[src/rtl/aes_block_fetch.sv]
// Read sequencer for aes_ram: fetches 4-word blocks through the RAM's registered
// read port and presents each one on a valid/ready stream to the datapath.
module aes_block_fetch #(
  parameter int ADDR_W    = 8,
  parameter int DATA_W    = 32,
  parameter int RAM_DEPTH = 44,
  parameter int CNT_W     = 4
) (
  input  logic                clk,
  input  logic                rst,
  input  logic                start,
  input  logic [ADDR_W-1:0]   base_addr,
  input  logic [CNT_W-1:0]    num_blks,
  output logic                busy,
  output logic                done,
  output logic                err,
  output logic                ram_we,
  output logic [ADDR_W-1:0]   ram_addr,
  input  logic [DATA_W-1:0]   ram_rdata,
  output logic [4*DATA_W-1:0] blk_data,
  output logic [CNT_W-1:0]    blk_idx,
  output logic                blk_valid,
  input  logic                blk_ready
);

  localparam int EXT_W = ADDR_W + 3;

  typedef enum logic [2:0] {IDLE, FETCH, LAST, OUT, FIN} state_t;

  state_t              state_reg, state_next;
  logic [ADDR_W-1:0]   base_reg, base_next;
  logic [CNT_W-1:0]    num_reg, num_next;
  logic [CNT_W-1:0]    idx_reg, idx_next;
  logic [1:0]          w_reg, w_next;
  logic [ADDR_W-1:0]   addr_reg, addr_next;
  logic [DATA_W-1:0]   buf_reg [3];
  logic [DATA_W-1:0]   buf_next [3];
  logic [4*DATA_W-1:0] data_reg, data_next;
  logic                valid_reg, valid_next;
  logic                err_reg, err_next;

  logic [EXT_W-1:0]    end_addr;
  logic                req_bad;
  logic [CNT_W-1:0]    idx_inc;
  logic [ADDR_W-1:0]   next_blk_addr;
  logic [4*DATA_W-1:0] blk_words_cat;

  // Range check is done wide enough that base + 4*num can never wrap.
  assign end_addr      = EXT_W'(base_addr) + EXT_W'({num_blks, 2'b00});
  assign req_bad       = (num_blks == '0) || (end_addr > EXT_W'(RAM_DEPTH));
  assign idx_inc       = idx_reg + CNT_W'(1);
  assign next_blk_addr = base_reg + ADDR_W'({idx_inc, 2'b00});

  // Words 0..2 come from the staging buffer, word 3 straight off the RAM port.
  genvar gi;
  generate
    for (gi = 0; gi < 4; gi++) begin : g_pack
      if (gi < 3) begin : g_buf
        assign blk_words_cat[(3-gi)*DATA_W +: DATA_W] = buf_reg[gi];
      end else begin : g_ram
        assign blk_words_cat[(3-gi)*DATA_W +: DATA_W] = ram_rdata;
      end
    end
  endgenerate

  always_ff @(posedge clk or posedge rst) begin
    if (rst) state_reg <= IDLE;
    else     state_reg <= state_next;
  end

  always_comb begin
    state_next = state_reg;
    base_next  = base_reg;
    num_next   = num_reg;
    idx_next   = idx_reg;
    w_next     = w_reg;
    addr_next  = addr_reg;
    buf_next   = buf_reg;
    data_next  = data_reg;
    valid_next = valid_reg;
    err_next   = err_reg;
    case (state_reg)
      IDLE: begin
        if (start) begin
          base_next = base_addr;
          num_next  = num_blks;
          err_next  = req_bad;
          if (req_bad) begin
            state_next = FIN;
          end else begin
            idx_next   = '0;
            w_next     = 2'd0;
            addr_next  = base_addr;
            state_next = FETCH;
          end
        end
      end
      FETCH: begin
        // Data on the port belongs to the address presented one cycle earlier.
        if (w_reg != 2'd0) buf_next[w_reg - 2'd1] = ram_rdata;
        if (w_reg == 2'd3) begin
          state_next = LAST;
        end else begin
          w_next    = w_reg + 2'd1;
          addr_next = addr_reg + ADDR_W'(1);
        end
      end
      LAST: begin
        data_next  = blk_words_cat;
        valid_next = 1'b1;
        state_next = OUT;
      end
      OUT: begin
        if (blk_ready) begin
          valid_next = 1'b0;
          if (idx_inc < num_reg) begin
            idx_next   = idx_inc;
            w_next     = 2'd0;
            addr_next  = next_blk_addr;
            state_next = FETCH;
          end else begin
            state_next = FIN;
          end
        end
      end
      FIN:     state_next = IDLE;
      default: state_next = IDLE;
    endcase
  end

  always_ff @(posedge clk or posedge rst) begin
    if (rst) begin
      base_reg  <= '0;
      num_reg   <= '0;
      idx_reg   <= '0;
      w_reg     <= '0;
      addr_reg  <= '0;
      for (int i = 0; i < 3; i++) buf_reg[i] <= '0;
      data_reg  <= '0;
      valid_reg <= 1'b0;
      err_reg   <= 1'b0;
    end else begin
      base_reg  <= base_next;
      num_reg   <= num_next;
      idx_reg   <= idx_next;
      w_reg     <= w_next;
      addr_reg  <= addr_next;
      buf_reg   <= buf_next;
      data_reg  <= data_next;
      valid_reg <= valid_next;
      err_reg   <= err_next;
    end
  end

  assign busy      = (state_reg != IDLE);
  assign done      = (state_reg == FIN);
  assign err       = err_reg;
  assign ram_we    = 1'b0;
  assign ram_addr  = addr_reg;
  assign blk_data  = data_reg;
  assign blk_idx   = idx_reg;
  assign blk_valid = valid_reg;

endmodule
[config.mk]
export PLATFORM = sky130hd
export DESIGN_NAME = aes_block_fetch
export DESIGN_NICKNAME = d
export VERILOG_FILES = /design/src/rtl/aes_block_fetch.sv
export SDC_FILE = /design/constraint.sdc
export NUM_CORES = 1
export LEC_CHECK = 0
export CAP_MARGIN = 20
export CORE_MARGIN = 2
export CORE_UTILIZATION = 35
export CTS_CLUSTER_DIAMETER = 100
export DETAILED_ROUTE_END_ITERATION = 12
export SYNTH_ARGS = -nofsm -noshare
export SYNTH_HDL_FRONTEND = slang
export SYNTH_SLANG_ARGS = --single-unit
[constraint.sdc]
create_clock -name clk -period 10.13 [get_ports clk]
set_input_delay 1.013 -clock clk [delete_from_list [all_inputs] [get_ports clk]]
set_output_delay 1.013 -clock clk [all_outputs]
set_load 0.01 [all_outputs]
# Word-level counts from Yosys, hierarchy flattened
# Index checks and enable logic that the tools add are counted.
[word_totals]
n_memories = 0
in_bits = 48
output_inout_bits = 145
latch_bits = 0
register_bits = 255
ramBits = 0
mem_bits_ro = 0
[op_classes]
reduce_logical = 15
n_eq_ne = 11
shifts = 0
magnitude_cmp = 4
muxes = 28
bitwise = 1
div = 0
multipliers = 0
add_sub_neg = 6
[ops]
columns = ["operator", "count"]
rows = [
  ["$bwmux W96", 1],
  ["$demux W32 S2", 1],
  ["$mux W8", 5],
  ["$mux W32", 1],
  ["$pmux W8 S3", 1],
  ["$mux W4", 4],
  ["$mux W3", 5],
  ["$ne A2 B2 Y1 const B", 6],
  ["$pmux W3 S4", 1],
  ["$mux W2", 5],
  ["$add A8 B6 Y9", 1],
  ["$gt A9 B6 Y1 const B", 1],
  ["$add A8 B1 Y8 const B", 1],
  ["$add A8 B6 Y8", 1],
  ["$pmux W4 S2", 1],
  ["$eq A3 B2 Y1 const B", 2],
  ["$pmux W2 S3", 1],
  ["$reduce_and A2 Y1", 3],
  ["$reduce_and A6 Y1", 1],
  ["$reduce_bool A2 Y1", 3],
  ["$reduce_bool A3 Y1", 2],
  ["$reduce_and A5 Y1", 1],
  ["$add A4 B1 Y4 const B", 1],
  ["$logic_not A4 Y1", 1],
  ["other kinds (15)", 15],
]

# Logic depth before layout (Yosys ltp)
# Gate-level depths: netlist (run 1).
[depth]
word_depth = 7
ltp_mapped = 10

# Least setup slack after synthesis (run 1)
# No wires, ideal clock.
[synth_timing]
path_kind = "input to register"
from = "input port base_addr[2]"
to = "register addr_reg[0] (netlist: ram_addr[0])"
setup_time_ns = 0.125
path_buffers = 1
arrival_time_ns = 3.003
slack_ns = 7.002
stages = 9
cell_sequence = "ha_1 fa_1 nor2b_1 o21ai_0 nand3_1 o31a_1 or2_1 buf_6 mux2_4"
[synth_via]
elab_chain_cells = 5
[synth_rtl]
columns = ["item", "line_no", "text"]
rows = [
  ["start, declared", "12", "input logic [ADDR_W-1:0] base_addr,"],
  ["$add A8 B6 Y9", "49", "assign end_addr = EXT_W'(base_addr) + EXT_W'({num_blks, 2'b00});"],
  ["$gt A9 B6 Y1", "50", "assign req_bad = (num_blks == '0) || (end_addr > EXT_W'(RAM_DEPTH));"],
  ["$logic_or A1 B1 Y1", "50", ""],
  ["$ne A2 B2 Y1 (no line)", "n/a", ""],
  ["$reduce_and A6 Y1 (no line)", "n/a", ""],
  ["end signal, assigned", "147", "addr_reg <= addr_next;"],
  ["end, declared", "35", "logic [ADDR_W-1:0] addr_reg, addr_next;"],
]
# No other way between the ends.
# A chain may end at the register's enable or synchronous reset.

# Worst setup path after layout (run 1)
[layout_timing]
from = "input port base_addr[2]"
to = "register addr_reg[1] (netlist: ram_addr[1])"
# The elaborated chain is that of the path after synthesis.

==> impl_metrics.tcl, run 1 <==
set metrics [dict create \
    vias 6304 \
    cts-root-buf "clkbuf_16" \
    arrival_ns 3.84 \
    syn_area_mm2 0.01036 \
    fin_tns_setup_ns 0 \
    grt_use_total_pct 14.57 \
    portBuffers 191 \
    worstMarginPinSlew_ns 1.022 \
    cts.sinks 255 \
    power_leakage_uw 0.005754 \
    r2r_slack_ns 7.37 \
    fin_util_pct 46.51 \
    start_util_pct 35.25 \
    start_kind "input port" \
    via_per_inst 4.779 \
    final_common_cell "dfrtp_1" \
    whs_ns 0.4723 \
    grt_max_degree 115 \
    cp-end-kind "register" \
    worstSetupPathType "in2reg" \
    relSlewSlack_pct 31.85 \
    min_path_type "reg2reg" \
    period_needed_ns 3.418 \
    syn_area_per_cell_um2 14.58 \
    powerDensity_mw_per_mm2 313.0 \
    routabilityCongestion 0.7606 \
    yosys_most_used_dff "dfrtp_1" \
    fillCellCount 2651 \
    insertion_delay_ns 0.55 \
    drt-total-wl_um 22400 \
    grt_pass1_wl_um 36340 \
    muxShareOfSynthArea_pct 25.71 \
    required_ns 10.55 \
    yosys_warnings 0 \
    die_w_um 176.1 \
    fin_worst_skew_ns 0.01133 \
    ant_nets 0 \
    cts_max_level 1 \
    largest_reg_flops 128 \
    register_area_mm2 0.006381 \
    grt_overflow 0 \
    synth_top_family_by_area "multiplexers" \
    n_antenna_cell 0 \
    timing.final.crit_share_pct 33.74 \
    die_area_mm2 0.03101 \
    cts_buffers 29 \
    synth_nets 779 \
    ys_ff_latch 255 \
    syn2layout_area_growth_pct 31.94 \
    core_mm2 0.02940 \
    status "finished clean" \
    hold_buffers 0 \
    post_cts_buffers 0 \
    synth_cell_types 48 \
    synth_adder_area_share_pct 2.559 \
    dieHeight_um 176.1 \
    cts_tree "done" \
    clk_pin_slew_ns 0.06 \
    synth-xor-area-share_pct 0.8450 \
    ir_drop_uv 172.5 \
    io_pins 193 \
    drv_cap 0 \
    route.detailed.drc 0 \
    clock_path_buffers 3 \
    synth-edff-count 0 \
    synth_compound_gate_area_share_pct 3.054 \
    first_global_vias 6538 \
    multi_input_area_mm2 0.003772 \
    drive_gt1_share_pct 31.11 \
    slew_viol_final 0 \
    grt_setup_unrepaired "false" \
    fin_nets 975 \
    worstPathMaxFanout 10 \
    async_flop_share_pct 100.0 \
    final_cell_mix "255 x dfrtp_1, 221 x mux2_2, 191 x clkdlybuf4s50_1, 43 x nand2_1, 29 x clkbuf_16" \
    synth-simple-area-share_pct 4.044 \
    firstDrtPassIters 4 \
    drtIter0Drc 270 \
    finalHoldViolCount 0 \
    synth_seq_area_share_pct 61.56 \
    synthCells 711 \
    post-dp-hpwl_um 14320 \
    antenna_found_initial 0 \
    finalSetupViolations 0 \
    wl_per_cell_um 16.98 \
    postCtsResizedCells 0 \
    max_freq_mhz 292.5 \
    row_count 63 \
]
routing by layer:
layer,GRT usage (%),share of wire (%),vias to the layer above
li1,-,-,2896
met1,19.72,46,3235
met2,23.74,47,148
met3,3.488,6.1,25
met4,3.409,1.4,0
met5,0,0,-
power by group:
| part | total, uW | internal (uW) | switching [uW] |
|---|---|---|---|
| clock network | 1060 | 644 | 421 |
| logic | 1450 | 906 | 544 |
| registers | 1770 | 1510 | 260 |
synth_stat cells, types with 2 or more instances:
cell,n,share of area (%)
a211oi_1,2,0.14
a21o_1,4,0.29
a21oi_1,8,0.39
a221oi_1,2,0.17
and2_1,2,0.12
and3_1,2,0.12
buf_2,25,1.2
clkbuf_1,6,0.22
dfrtp_1,255,62
fa_1,2,0.39
ha_1,18,2.2
inv_1,16,0.58
mux2_1,5,0.54
mux2_2,221,24
mux2_4,6,0.87
mux2i_1,3,0.29
nand2_1,46,1.7
nand2b_1,2,0.12
nand3_1,8,0.39
nor2_1,12,0.43
nor2b_1,6,0.36
nor3_1,5,0.24
nor3b_1,2,0.14
nor4_1,2,0.12
o21a_1,2,0.14
o21ai_0,13,0.63
o21ai_1,2,0.097
o22ai_1,3,0.18
o31ai_1,3,0.22
or2_1,2,0.12
xnor2_1,7,0.59
xor2_1,3,0.25
cells by family (layout without fill, tap and decap cells):
group / after synthesis / after routing
flops: 255 / 255
mux: 235 / 235
simple gates: 92 / 92
compound gates: 49 / 49
buf+inv: 49 / 267
fa+ha+maj: 20 / 20
xor+xnor: 10 / 10
other cells: 1 / 1
worst max-delay path: stages:
cell	delay, ns
clkdlybuf4s50_1	0.47
ha_1	0.26
fa_1	0.48
o211ai_1	0.11
a221oi_1	0.33
o31a_1	0.40
or2_1	0.45
mux2_4	0.34
cell type report:
| type | count | share of cell area (%) |
|---|---|---|
| clock buffers | 43 | 6.350 |
| clock inverters | 10 | 0.8875 |
| inverters | 16 | 0.4941 |
| multi-input cells | 407 | 27.58 |
| flip-flops and latches | 255 | 46.66 |
| well taps | 390 | 3.568 |
| repair buffers | 198 | 14.46 |
through the flow:
stage / cells / worst slack [ns] / area (um^2) / power, uW
6_report: 1319 / 6.712 / 13680 / 4281
5_1_grt: 1319 / 6.341 / 13680 / 4549
4_1_cts: 1318 / 6.662 / 13660 / 4348
3_5_place_dp: 1265 / 6.081 / 12670 / 3257
3_3_place_gp: 1265 / 6.078 / 12670 / 3225
2_1_floorplan: 711 / 2.104 / 10360 / 2471
final timing paths:
kind / depth (start not counted) / startpoint / endpoint
worst max-delay path: 8 / base_addr[2] / ram_addr[1]
worst min-delay path: 2 / num_reg[0] / num_reg[0]
worst max register to register: 8 / blk_idx[0] / ram_addr[1]
worst min register to register: 2 / num_reg[0] / num_reg[0]
max in group asynchronous: 4 / rst / blk_data[22]
min in group asynchronous: 2 / rst / blk_data[4]
Power figures use the tool's default switching activity.
==> run 2, diff against run 1 <==
clock period = 3 ns   (was 10.13 ns; I/O delays follow)
==> run 2 against run 1 <==
  * Worst setup slack lost 6.4 ns
  * Global-route usage grew 0.24 points
  * First-iteration DRC count shrank 36%
  * Critical path type is now reg2reg
  * Die area is the same
==> impl_metrics.tcl, run 2 (synthesized netlist as in run 1, its figures left out) <==
set metrics [dict create \
    worst_path_largest_cell_delay_ns 0.47 \
    top_usage_layer "met2" \
    reg2reg_depth 8 \
    ir_drop_uv 464.7 \
    largest_reg_flops 128 \
    crit_path_top_delay_cell "dfrtp_1" \
    regToRegEndpoint "ram_addr[1]" \
    via_per_inst 4.727 \
    arrival_ns 3.16 \
    power.internal_uw 10210 \
    final_cell_mix "255 x dfrtp_1, 221 x mux2_2, 191 x clkdlybuf4s50_1, 43 x nand2_1, 28 x clkbuf_16" \
    drv_cap 0 \
    grt_util_met1_pct 20.47 \
    post_cts_buffers 0 \
    final_cell_area_mm2 0.01392 \
    worstSetupPathType "reg2reg" \
    relSlewSlack_pct 43.31 \
    fin_worst_skew_ns 0.008581 \
    final_common_cell "dfrtp_1" \
    antenna_found_initial 0 \
    grt_overflow 0 \
    syn2layout_area_growth_pct 34.26 \
    die_area_mm2 0.03101 \
    cts_max_level 1 \
    placed_area_mm2 0.01301 \
    postCtsResizedCells 0 \
    grt_use_total_pct 14.81 \
    p_comb_share_pct 34.7 \
    io_pins 193 \
    timing.final.crit_share_pct 91.21 \
    clock_path_buffers 3 \
    grt_setup_unrepaired "false" \
    dieHeight_um 176.1 \
    core_mm2 0.02940 \
    p_sw_uw 4068 \
    grt_pass1_wl_um 36850 \
    slew_viol_final 0 \
    place_ws_ns -0.08111 \
    start_kind "register" \
    status "finished clean" \
    r2r_slack_ns 0.26 \
    wl_per_cell_um 16.81 \
    pwr-share-seq_pct 41.8 \
    portBuffers 191 \
    cts_buffers 28 \
    fin_nets 1001 \
    crit_chain "ha_1 > xor2_1 > ha_1 > a211o_1 > a21oi_2 > o21ai_1 > or2_1 > mux2_4" \
    route.detailed.drc 0 \
    drt-total-wl_um 22550 \
    hold_buffers 0 \
    drtIter0Drc 173 \
    cp_num_cells 8 \
    path_delay_family "compound AO/OA/AOI/OAI gates" \
    row_count 63 \
    finalHoldViolCount 0 \
    period_needed_ns 2.736 \
    cts-root-buf "clkbuf_16" \
    cp-end-kind "register" \
    firstDrtPassIters 4 \
    post-dp-hpwl_um 15370 \
    p_clk_share_pct 23.6 \
    crit_path_frequent_cell "ha_1" \
    cts.sinks 255 \
    min_path_type "in2async" \
    worstPathMaxFanout 10 \
    netSwitchingFraction_pct 28.49 \
    whs_ns 0.2813 \
    clk_pin_slew_ns 0.06 \
    drive_gt1_share_pct 32.81 \
    r2r-start "blk_idx[0]" \
    critPathBufInv 0 \
    start_util_pct 35.25 \
    finalWorstSetupSlack_ns 0.2637 \
    first_global_vias 6540 \
    final_cells 1341 \
    grt_max_degree 44 \
    placedCellCount 1293 \
    powerDensity_mw_per_mm2 1026 \
    power_leakage_uw 0.005882 \
    max_freq_mhz 365.5 \
    finalSetupViolations 0 \
    insertion_delay_ns 0.54 \
    n_antenna_cell 0 \
    met2_usage_pct 23.69 \
    ant_nets 0 \
    required_ns 3.42 \
    worstMarginPinSlew_ns 0.8486 \
    cts_tree "done" \
    die_w_um 176.1 \
    use_met3_pct 3.467 \
    vias 6339 \
    fin_tns_setup_ns 0 \
    routabilityCongestion 0.7898 \
]
[run 2: metrics by stage]
step           util (%)  total power (uW)
2_1_floorplan         -              8347
3_3_place_gp      44.25             10940
3_5_place_dp      44.25             11050
4_1_cts           47.33             14510
5_1_grt           47.33             15220
6_report          47.33             14280
[run 2: power by group through the flow]
stage / clock [uW] / combinational [uW] / sequential (uW)
after detailed placement: 0 / 5020 / 6030
after global placement: 0 / 4950 / 5990
final: 3360 / 4950 / 5960
after global routing: 3640 / 5380 / 6200
after floorplan: 0 / 2050 / 6300
after CTS: 3490 / 5040 / 5990
[run 2: worst max-delay path by stage]
stage | from | endpoint
finish | blk_idx[0] | ram_addr[1]
global route | blk_idx[0] | ram_addr[1]
CTS | blk_idx[0] | ram_addr[1]
detailed placement | base_addr[2] | ram_addr[1]
global placement | base_addr[2] | ram_addr[5]
floorplan | rst | base_reg[0]
[run 2: layer usage]
metal | share of wire [%] | wire length [um]
met3 | 5.9 | 1326
met4 | 1.6 | 372
met2 | 47 | 10510
met5 | 0 | 0
met1 | 46 | 10340
[run 2: cell type report]
| class | count | area (um^2) |
|---|---|---|
| Clock buffer | 34 | 743.2 |
| Inverter | 16 | 63.81 |
| Sequential cell | 255 | 6381 |
| Fill cell | 2663 | 15490 |
| Tap cell | 390 | 488.0 |
| Clock inverter | 14 | 162.7 |
| Multi-Input combinational cell | 407 | 3772 |
| Timing Repair Buffer | 225 | 2305 |
==> run 3, diff against run 2 <==
PLACE_DENSITY_LB_ADDON = 0.15   (was default)
==> run 3 against run 2 <==
  * Cell count stayed put
  * Clock power is 11% higher
  * Cell area hardly changed
  * Fmax is 6.1% higher
  * Hold slack worse by 0.077 ns
  * Via count is 0.69% lower
  * Non-clock buffer count is 3 lower
  * Clock skew is 0.016 ns higher
  * Critical path depth stayed put
  * Global-route usage is 0.17 points higher
  * Sequential share of layout area hardly changed
  * Wire length is 1.0% higher
  * Largest cell class unchanged
==> impl_metrics.tcl, run 3 (synthesized netlist as in run 1, its figures left out) <==
set metrics [dict create \
    slew_viol_final 0 \
    drv_cap 0 \
    cts-root-buf "clkbuf_16" \
    start_kind "register" \
    whs_ns 0.2043 \
    n_antenna_cell 0 \
    use_met3_pct 3.402 \
    die_w_um 176.1 \
    ir_drop_uv 642.9 \
    routabilityCongestion 0.7782 \
    top_usage_layer "met2" \
    grt_max_degree 90 \
    cts_tree "done" \
    finalSetupViolations 0 \
    grt_util_met1_pct 21.40 \
    clk_pin_slew_ns 0.06 \
    min_path_type "in2async" \
    cts_buffers 28 \
    final_cell_mix "255 x dfrtp_1, 221 x mux2_2, 191 x clkdlybuf4s50_1, 43 x nand2_1, 28 x clkbuf_16" \
    drive_gt1_share_pct 33.02 \
    relSlewSlack_pct 53.73 \
    max_freq_mhz 387.8 \
    clock_path_buffers 3 \
    antenna_found_initial 0 \
    finalHoldViolCount 0 \
    crit_path_frequent_cell "ha_1" \
    first_global_vias 6653 \
    hold_buffers 0 \
    worstSetupPathType "reg2reg" \
    cts_max_level 1 \
    fin_util_pct 47.38 \
    insertion_delay_ns 0.54 \
    grt_use_total_pct 14.97 \
    grt_overflow 0 \
    placed_area_mm2 0.01291 \
    io_pins 193 \
    period_needed_ns 2.579 \
    wl_per_cell_um 16.99 \
    fillCellCount 2670 \
    start_util_pct 35.25 \
    vias 6295 \
    fin_nets 998 \
    row_count 63 \
    firstDrtPassIters 4 \
    worstPathMaxFanout 9 \
    power_leakage_uw 0.005896 \
    powerDensity_mw_per_mm2 1056 \
    timing.final.crit_share_pct 85.96 \
    grt_setup_unrepaired "false" \
    final_cell_area_mm2 0.01393 \
    worst_path_largest_cell_delay_ns 0.44 \
    grt_pass1_wl_um 37230 \
    status "finished clean" \
    portBuffers 191 \
    die_area_mm2 0.03101 \
    core_mm2 0.02940 \
    cp-end-kind "register" \
    placedCellCount 1290 \
    crit_chain "ha_1 > xor2_1 > ha_1 > o21a_1 > a21oi_2 > o21ai_1 > or2_1 > mux2_4" \
    cts.sinks 255 \
    worstMarginPinSlew_ns 0.6941 \
    drt-total-wl_um 22780 \
    ant_nets 0 \
    met2_usage_pct 23.07 \
    fin_worst_skew_ns 0.02417 \
    post_cts_buffers 0 \
    required_ns 3.41 \
    final_cells 1341 \
    post-dp-hpwl_um 15030 \
    drtIter0Drc 276 \
    syn2layout_area_growth_pct 34.39 \
    via_per_inst 4.694 \
    crit_path_top_delay_cell "or2_1" \
    largest_reg_flops 128 \
    final_common_cell "dfrtp_1" \
    route.detailed.drc 0 \
    postCtsResizedCells 0 \
    dieHeight_um 176.1 \
    arrival_ns 2.99 \
]
## run 3: changes by cell type in the layout (fill, tap and decap cells not counted)
cell / before / now
bufinv_16: 3 / 6
clkbuf_1: 4 / 2
buf_12: 11 / 5
clkinv_4: 0 / 2
clkinv_2: 9 / 8
clkbuf_8: 2 / 4
inv_8: 1 / 0
buf_4: 23 / 26
## run 3: routing by layer
| metal | wire length (um) | up-vias |
|---|---|---|
| met3 | 1330 | 35 |
| met4 | 456 | 0 |
| met2 | 10300 | 139 |
| li1 | - | 2946 |
| met5 | 0 | - |
| met1 | 10690 | 3175 |
## run 3: path summary, 6_finish.rpt
check,startpoint,cells past startpoint,end,slack (ns)
hold / removal,rst,2,blk_data[91],0.20
hold reg to reg,blk_words_cat[90],1,blk_data[90],0.48
setup / recovery,blk_idx[1],8,ram_addr[2],0.42
min in group clk,base_addr[0],3,base_reg[0],0.38
setup reg to reg,blk_idx[1],8,ram_addr[2],0.42
max in group asynchronous,rst,3,blk_data[36],2.06
## run 3: power by group
part	switching (uW)	internal (uW)
logic	1890	3150
registers	846	5080
clock network	1400	2330
total	4140	10600
## run 3: metrics by stage
step	total power (uW)	TNS [ns]	setup slack, ns
2_1_floorplan	8347	-167.70	-0.6576
3_3_place_gp	11040	0	0.04703
3_5_place_dp	11130	0	0.005586
4_1_cts	14970	0	0.3848
5_1_grt	15670	0	0.2142
6_report	14700	0	0.4212
## run 3: layout make-up
| type | count | area, um^2 | area share, % |
|---|---|---|---|
| Tap cell | 390 | 488.0 | 3.503 |
| Clock inverter | 17 | 254.0 | 1.823 |
| Inverter | 16 | 63.81 | 0.4581 |
| Sequential cell | 255 | 6381 | 45.81 |
| Timing Repair Buffer | 222 | 2207 | 15.84 |
| Clock buffer | 34 | 763.2 | 5.479 |
| Multi-Input combinational cell | 407 | 3772 | 27.08 |
## run 3: critical path, delay by kind of cell (launching register included)
family | cells | cell delay (ns)
AND/OR/NAND/NOR | 1 | 0.44
XOR/XNOR | 1 | 0.23
multiplexers | 1 | 0.36
AO/OA/AOI/OAI | 3 | 0.51
adder cells (fa/ha/maj) | 2 | 0.50
flip-flops | 1 | 0.41
